$ cat src/rtl/parity_tx_pkg.sv
// Shared definitions for the parity-framed nibble serial link.
// Holds the state encoding and frame geometry so a matching receiver
// can decode the same frame without redefining them.
package parity_tx_pkg;

    localparam int FRAME_BITS = 7;
    localparam int DATA_BITS  = 4;

    typedef enum logic [2:0] {
        IDLE   = 3'd0,
        START  = 3'd1,
        DATA   = 3'd2,
        PARITY = 3'd3,
        STOP   = 3'd4
    } tx_state_e;

    // 1 when the nibble holds an odd number of ones.
    function automatic logic nibble_parity(input logic [DATA_BITS-1:0] d);
        return ^d;
    endfunction

endpackage

$ cat src/rtl/parity_frame_tx_bit_timer.sv
// Bit-period timer: counts clock cycles inside one serial bit and flags
// the last cycle (tick) and the cycle before it (pre_tick).
module bit_timer #(
    parameter  int CLKS_PER_BIT = 4,
    localparam int CNT_W        = (CLKS_PER_BIT > 1) ? $clog2(CLKS_PER_BIT) : 1
) (
    input  logic i_clk,
    input  logic i_reset,
    input  logic i_clear,
    input  logic i_en,
    output logic o_tick,
    output logic o_pre_tick
);

    localparam logic [CNT_W-1:0] LAST = CNT_W'(CLKS_PER_BIT - 1);
    localparam logic [CNT_W-1:0] PRE  = CNT_W'(CLKS_PER_BIT - 2);

    logic [CNT_W-1:0] r_count;

    // Count cycles within the current bit, wrapping to 0 on its last cycle.
    always_ff @(posedge i_clk) begin
        if (i_reset || i_clear) begin
            r_count <= '0;
        end else if (i_en) begin
            if (r_count == LAST) begin
                r_count <= '0;
            end else begin
                r_count <= r_count + 1'b1;
            end
        end
    end

    assign o_tick = (r_count == LAST);
    // With one cycle per bit there is no "cycle before the last one".
    assign o_pre_tick = (CLKS_PER_BIT > 1) && (r_count == PRE);

endmodule

$ cat src/rtl/parity_frame_tx.sv
// Serial transmitter for one nibble per frame:
// start(0), d0..d3 LSB first, parity (XOR of the nibble), stop(1).
// Handshake: a frame is accepted on a rising edge where load=1 and
// ready=1; ready stays low until the cycle after the last stop-bit cycle,
// and load is ignored while ready is low (no queuing).
module parity_frame_tx
    import parity_tx_pkg::*;
#(
    parameter int CLKS_PER_BIT = 4
) (
    input  logic            clk,
    input  logic            reset,
    input  logic [3:0]      data_in,
    input  logic            load,
    output logic            ready,
    output logic            tx_out,
    output logic            parity_out,
    output logic            done,
    output tx_state_e       dbg_state
);

    tx_state_e       r_state;
    logic [3:0]      r_shift;
    logic [1:0]      r_bit_idx;
    logic            r_tx;
    logic            r_ready;
    logic            r_parity;
    logic            r_done;

    logic            w_accept;
    logic            w_tick;
    logic            w_pre_tick;
    logic            w_timer_en;

    assign w_accept   = load && r_ready;
    assign w_timer_en = (r_state != IDLE);

    bit_timer #(
        .CLKS_PER_BIT (CLKS_PER_BIT)
    ) u_bit_timer (
        .i_clk      (clk),
        .i_reset    (reset),
        .i_clear    (w_accept),
        .i_en       (w_timer_en),
        .o_tick     (w_tick),
        .o_pre_tick (w_pre_tick)
    );

    // Frame sequencer: every output is registered and carries the value
    // for the bit that the new state is about to send.
    always_ff @(posedge clk) begin
        if (reset) begin
            r_state   <= IDLE;
            r_shift   <= '0;
            r_bit_idx <= '0;
            r_tx      <= 1'b1;
            r_ready   <= 1'b1;
            r_parity  <= 1'b0;
            r_done    <= 1'b0;
        end else begin
            r_done <= 1'b0;
            case (r_state)
                IDLE: begin
                    if (w_accept) begin
                        r_state   <= START;
                        r_tx      <= 1'b0;
                        r_ready   <= 1'b0;
                        r_shift   <= data_in;
                        r_parity  <= nibble_parity(data_in);
                        r_bit_idx <= '0;
                    end
                end
                START: begin
                    if (w_tick) begin
                        r_state <= DATA;
                        r_tx    <= r_shift[0];
                    end
                end
                DATA: begin
                    if (w_tick) begin
                        if (r_bit_idx == 2'd3) begin
                            r_state <= PARITY;
                            r_tx    <= r_parity;
                        end else begin
                            r_tx <= r_shift[1];
                        end
                        r_shift   <= {1'b0, r_shift[3:1]};
                        r_bit_idx <= r_bit_idx + 2'd1;
                    end
                end
                PARITY: begin
                    if (w_tick) begin
                        r_state <= STOP;
                        r_tx    <= 1'b1;
                        // A one-cycle stop bit is its own last cycle.
                        r_done  <= (CLKS_PER_BIT == 1);
                    end
                end
                STOP: begin
                    if (w_tick) begin
                        r_state <= IDLE;
                        r_ready <= 1'b1;
                    end else begin
                        // Raise done so it lines up with the final stop cycle.
                        r_done <= w_pre_tick;
                    end
                end
                default: begin
                    r_state <= IDLE;
                    r_tx    <= 1'b1;
                    r_ready <= 1'b1;
                end
            endcase
        end
    end

    assign ready      = r_ready;
    assign tx_out     = r_tx;
    assign parity_out = r_parity;
    assign done       = r_done;
    assign dbg_state  = r_state;

endmodule

$ cat config.mk
export PLATFORM = sky130hd
export DESIGN_NAME = parity_frame_tx
export DESIGN_NICKNAME = d
export VERILOG_FILES = /design/src/rtl/parity_tx_pkg.sv /design/src/rtl/parity_frame_tx_bit_timer.sv /design/src/rtl/parity_frame_tx.sv
export SDC_FILE = /design/constraint.sdc
export NUM_CORES = 1
export LEC_CHECK = 0
export CORE_ASPECT_RATIO = 0.6
export CORE_MARGIN = 4
export CORE_UTILIZATION = 36
export DETAILED_ROUTE_END_ITERATION = 12
export GPL_TIMING_DRIVEN = 1
export PLACE_DENSITY_LB_ADDON = 0.05
export SETUP_SLACK_MARGIN = 0.2
export SYNTH_ARGS = -nofsm -noshare
export SYNTH_HDL_FRONTEND = slang
export SYNTH_SLANG_ARGS = --single-unit
$ cat constraint.sdc
create_clock -name clk -period 2.15 [get_ports clk]
set_clock_uncertainty 0.2 [all_clocks]
set_input_delay 0.645 -clock clk [delete_from_list [all_inputs] [get_ports clk]]
set_output_delay 0.645 -clock clk [all_outputs]
set_load 0.005 [all_outputs]
==> results of run 1 <==
layout by cell type (no fill, tap or decap), types with 2 or more instances in the layout:
cell	instances
o21bai_1	3
mux2i_1	6
clkbuf_8	3
nor2_1	3
buf_4	4
o311ai_0	3
nor3_1	3
dlymetal6s2s_1	5
nand3_1	2
a211oi_1	3
clkdlybuf4s50_1	7
dfxtp_2	2
nand2_1	7
ha_1	4
nand3b_1	2
dfxtp_1	13
xnor2_1	3
a21oi_1	7
routing by layer:
layer | vias to the layer above | track usage | wire [um]
li1 | 358 | - | -
met1 | 284 | 0.1981 | 1082
met2 | 17 | 0.1651 | 641
met3 | 2 | 0.06000 | 97
met4 | 0 | 0.03817 | 21
met5 | - | 0 | 0
tightest hold or removal path: cells and delay by family (launching register included):
kind | cells | cell delay, ns
flip-flops | 1 | 0.31
AO/OA/AOI/OAI | 1 | 0.05
AND/OR/NAND/NOR | 1 | 0.05
worst paths after layout:
kind	to	depth (start not counted)	start	slack [ns]
worst max-delay path	done	1	done	0.27
worst min register to register	r_shift[3]	2	r_shift[3]	0.26
worst max register to register	tx_out	4	r_bit_idx[0]	0.35
worst min-delay path	r_shift[3]	2	r_shift[3]	0.26
what timing repair did:
item | in CTS | in global routing
setup endpoints to repair | 3 | 8
resized for setup | 3 | 6
hold buffers | 0 | 0
registers in the layout, summed over array words and instances (netlist names):
register / count
done: 1
u_bit_timer.r_count: 2
tx_out: 1
r_bit_idx: 2
ready: 1
dbg_state: 3
r_shift: 4
parity_out: 1
power breakdown:
part	internal [mW]	switching (mW)	total (mW)
registers	0.296	0.0132	0.309
clock network	0.131	0.0949	0.226
logic	0.0578	0.0522	0.110
cell families (layout without fill, tap and decap cells):
| group | after synthesis | after routing |
|---|---|---|
| AND/OR/NAND/NOR | 27 | 27 |
| AO/OA/AOI/OAI | 24 | 24 |
| flip-flops | 15 | 15 |
| multiplexers | 7 | 7 |
| buffers and inverters | 7 | 23 |
| adder cells (fa/ha/maj) | 4 | 4 |
| XOR/XNOR | 4 | 4 |
through the flow:
stage / setup WS, ns / utilization / setup TNS, ns / area, um2
detailed placement: -0.03969 / 0.4581 / -0.03969 / 998.5
floorplan: 0.5519 / - / 0 / 833.3
finish: 0.2718 / 0.4856 / 0 / 1059
global route: 0.2226 / 0.4856 / 0 / 1059
global placement: 0.01977 / 0.4581 / 0 / 998.5
CTS: 0.1955 / 0.4793 / 0 / 1045
area by class of cell:
type | count | area (um2)
Clock buffer | 4 | 45.04
Fill cell | 224 | 1121
Inverter | 2 | 7.507
Multi-Input combinational cell | 66 | 494.2
Sequential cell | 15 | 302.8
Tap cell | 30 | 37.54
Timing Repair Buffer | 17 | 171.4
cell usage after synthesis (2+ instances only):
cell | count | share of area
o311ai_0 | 3 | 0.032
nor2_1 | 3 | 0.014
nor3_1 | 3 | 0.018
nand3_1 | 2 | 0.012
nand2_1 | 7 | 0.032
ha_1 | 4 | 0.060
o21a_1 | 2 | 0.018
a21oi_1 | 7 | 0.042
mux2i_1 | 6 | 0.072
xnor2_1 | 3 | 0.032
dfxtp_1 | 15 | 0.36
a211oi_1 | 3 | 0.027
buf_2 | 2 | 0.012
o21bai_1 | 3 | 0.027
nand3b_1 | 2 | 0.018
==> out/metrics.yaml, run 1 <==
drt_iter0_markers: 50
dp_hpwl_um: 1369
antennaDiodeCount: 0
cp.arrival_ns: 1.03
ys.flop_type: "dfxtp_1"
synth_xor_area_frac: 0.04204
hold_path.class: "reg -> reg"
root_buffer: "clkbuf_8"
setup_viol: 0
design.core.area_um2: 2180
critPathSlowestCell: "clkdlybuf4s50_1"
p_leak_nw: 0.4517
fmax_ghz: 0.5324
drc_errors: 0
clock_latency_ns: 0.25
grt_pass1_wl_um: 3153
grt_overflow_total: 0
path_cells: "clkdlybuf4s50_1"
instances_no_fill: 134
outcome: "finished clean"
worst_setup_path_end_kind: "primary output"
synthSimpleGateAreaFrac: 0.1967
numPortBuffers: 13
start_util: 0.3823
crit_required_ns: 1.30
grt_use_total: 0.1330
dp.cells: 130
cp_max_fo: 1
rsz0062_at_grt: "no"
htree_levels: 1
relSlewSlack: 0.7121
syn_area_um2: 833.3
synthMuxAreaShare: 0.08559
cts_tree: "done"
antenna_found_initial: 0
critPathLaunchType: "register"
hold_slack_ns: 0.2621
grt_pass1_vias: 652
worstMarginPinSlew_ns: 0.4210
clock-sinks: 15
die-area_um2: 3174
path_buf_inv: 1
irDropWorstVdd_mv: 0.3679
synth_compound_area_frac: 0.2072
die_w_um: 70.11
fin_crit_ns: 1.878
pwr_density_cell_nw_per_um2: 609.5
postRouteAntennaNets: 0
routabilityCongestion: 0.7598
finalMaxSlewViolations: 0
num_rows: 13
cap_violations: 0
total_power_mw: 0.6451
yosysSeqAreaShare: 0.3604
synth_fa_ha_area_frac: 0.06006
post_cts_buffers: 0
ys_warn_count: 0
path_delay_family: "buffers and inverters"
first_pass_iters: 4
syn_inst: 88
hold_violations: 0
synth_nets: 99
ys_ff_latch: 15
wl_per_cell_um: 13.75
synth.distinct_cells: 38
crit_type: "reg -> out"
die_h_um: 45.27
vias: 661
area_growth_pct: 27.03
fin_nets: 116
synth_enable_flop_cells: 0
clockBufferDepth: 2
cts_made_buffers: 3
wirelength_um: 1842
slowest_delay_ns: 0.49
cts.clk_slew.worst_paths_ns: 0.06
layout-drive-gt1-share: 0.1442
via_per_inst: 4.933
grt_max_degree: 17
io_pins: 14
syn_avg_cell_area_um2: 9.469
fin_crit_sh: 0.8736
async_flop_share: 0
synth_top_family_by_area: "compound AO/OA/AOI/OAI gates"
Note: power is estimated with default switching activity, not from simulation.
==> run 2, diff against run 1 <==
--- a/config.mk
+++ b/config.mk
@@ -8,6 +8,7 @@
 export CORE_ASPECT_RATIO = 0.6
 export CORE_MARGIN = 4
 export CORE_UTILIZATION = 36
+export CTS_BUF_LIST = sky130_fd_sc_hd__clkbuf_2 sky130_fd_sc_hd__clkbuf_4 sky130_fd_sc_hd__clkbuf_8
 export DETAILED_ROUTE_END_ITERATION = 12
 export GPL_TIMING_DRIVEN = 1
 export PLACE_DENSITY_LB_ADDON = 0.05
==> out/metrics.yaml, run 2 (synthesized netlist as in run 1, its figures left out) <==
grt_pass1_wl_um: 3153  # unchanged
setup_ws_ns: 0.2718  # about the same
stdcell_area_um2: 1062  # was 1059 um2
path_cells: "clkdlybuf4s50_1"  # unchanged
critPathSlowestCell: "clkdlybuf4s50_1"  # unchanged
setup_tns_ns: 0  # unchanged
antennaDiodeCount: 0  # unchanged
slowest_delay_ns: 0.49  # about the same
grt_overflow_total: 0  # unchanged
largest_register_ffs: 4  # unchanged
irDropWorstVdd_mv: 0.3757  # was 0.3679 mV
fin_crit_sh: 0.8736  # about the same
relSlewSlack: 0.7119  # was 0.7121
hold_buffers: 0  # unchanged
wl_met2_um: 655  # was 641 um
cts_made_buffers: 3  # unchanged
crit_type: "reg -> out"  # unchanged
worst_setup_path_end_kind: "primary output"  # unchanged
fin_util: 0.4874  # was 0.4856
place_ws_ns: -0.03969  # unchanged
crit_required_ns: 1.30  # about the same
critPathLaunchType: "register"  # unchanged
p_sw_mw: 0.1605  # was 0.1603 mW
final_common_cell: "dfxtp_1"  # unchanged
drc_errors: 0  # unchanged
hold_violations: 0  # unchanged
clkPwrFrac: 0.363  # was 0.351
wl_met1_um: 1052  # was 1082 um
vias: 674  # was 661
regMostFlops: "r_shift"  # unchanged
via_per_inst: 5.030  # was 4.933
fin_crit_ns: 1.878  # about the same
grt_max_degree: 17  # unchanged
p_leak_nw: 0.4551  # was 0.4517 nW
clock-sinks: 15  # unchanged
root_buffer: "clkbuf_8"  # unchanged
dpl-instance-area_um2: 998.5  # unchanged
wirelength_um: 1843  # was 1842 um
top_layer_used: "met4"  # unchanged
die-area_um2: 3174  # unchanged
cap_violations: 0  # unchanged
grt_use_total: 0.1330  # unchanged
wl_per_cell_um: 13.75  # about the same
mostFrequentLayoutCells: "dfxtp_1 (13), a21oi_1 (7), nand2_1 (7), clkdlybuf4s50_1 (7), mux2i_1 (6)"  # unchanged
instances_no_fill: 134  # unchanged
io_pins: 14  # unchanged
postRouteAntennaNets: 0  # unchanged
dp.cells: 130  # unchanged
fmax_ghz: 0.5324  # about the same
cts.clk_slew.worst_paths_ns: 0.06  # about the same
clock_latency_ns: 0.25  # about the same
cp.arrival_ns: 1.03  # about the same
wl_met3_um: 116  # was 97 um
start_util: 0.3823  # unchanged
area_growth_pct: 27.48  # was 27.03%
power_frac_comb: 0.167  # was 0.171
num_rows: 13  # unchanged
pwr_density_cell_nw_per_um2: 619.3  # was 609.5 nW/um2
cts_tree: "done"  # unchanged
path_delay_family: "buffers and inverters"  # unchanged
htree_levels: 1  # unchanged
grt_pass1_vias: 652  # unchanged
rsz0062_at_grt: "no"  # unchanged
internal_power_mw: 0.4974  # was 0.4848 mW
die_w_um: 70.11  # unchanged
outcome: "finished clean"  # unchanged
drt_iter0_markers: 82  # was 50
path_buf_inv: 1  # unchanged
first_pass_iters: 4  # unchanged
routabilityCongestion: 0.7598  # unchanged
numPortBuffers: 13  # unchanged
antenna_found_initial: 0  # unchanged
die_h_um: 45.27  # unchanged
switching_share: 0.2439  # was 0.2485
dp_hpwl_um: 1369  # unchanged
clockBufferDepth: 2  # unchanged
worstMarginPinSlew_ns: 0.4213  # was 0.4210 ns
design.core.area_um2: 2180  # unchanged
hold_path.class: "reg -> reg"  # unchanged
cp_max_fo: 1  # unchanged
finalMaxSlewViolations: 0  # unchanged
seq_power_share: 0.470  # was 0.479
fin_nets: 116  # unchanged
layout-drive-gt1-share: 0.1538  # was 0.1442
setup_viol: 0  # unchanged
-- run 2: changes by cell type in the layout (fill, tap and decap cells not counted) --
cell,change
clkbuf_1,-1
clkbuf_4,+1
-- run 2: final timing paths --
path | start | endpoint | slack [ns] | cells after the start
max | done | done | 0.27 | 1
min | r_shift[3] | r_shift[3] | 0.26 | 2
max reg2reg | r_bit_idx[0] | tx_out | 0.35 | 4
min reg2reg | r_shift[3] | r_shift[3] | 0.26 | 2
-- run 2: cell type report --
| cell class | count | area [um2] |
|---|---|---|
| fill | 224 | 1117 |
| clock buffer | 4 | 48.80 |
| timing repair buffer | 17 | 171.4 |
| sequential | 15 | 302.8 |
| multi-input combinational | 66 | 494.2 |
| tap | 30 | 37.54 |
| inverter | 2 | 7.507 |
-- run 2: worst register-to-register path, cell delays in order, from the launching register on --
cell	delay [ns]
dfxtp_1	0.36
ha_1	0.20
mux2_2	0.33
a2111oi_0	0.45
mux2i_1	0.13
-- run 2: power groups by stage --
| stage | Combinational [mW] | Sequential [mW] | Clock [mW] |
|---|---|---|---|
| 2_1_floorplan | 0.0664 | 0.314 | 0 |
| 3_3_place_gp | 0.113 | 0.314 | 0 |
| 3_5_place_dp | 0.112 | 0.314 | 0 |
| 4_1_cts | 0.113 | 0.309 | 0.247 |
| 5_1_grt | 0.122 | 0.311 | 0.264 |
| 6_report | 0.110 | 0.309 | 0.239 |
-- run 2: what timing repair did --
action,4_1_cts,5_1_grt
gates resized for setup,3,6
hold endpoints to repair,0,0
cloned,0,0
buffers inserted,0,0
endpoints found under the setup margin,3,8
pin swaps,0,0
-- run 2: layer usage --
metal  GRT usage  up-vias
met5           0        -
met4     0.03817        0
met3     0.06000        2
met2      0.1651       19
met1      0.1981      295
li1            -      358
-- run 2: per-stage QoR --
step | hold slack [ns] | power [mW]
2_1_floorplan | 0.2356 | 0.3809
3_5_place_dp | 0.2563 | 0.4254
6_report | 0.2620 | 0.6579
5_1_grt | 0.2936 | 0.6968
4_1_cts | 0.2653 | 0.6691
3_3_place_gp | 0.2470 | 0.4268
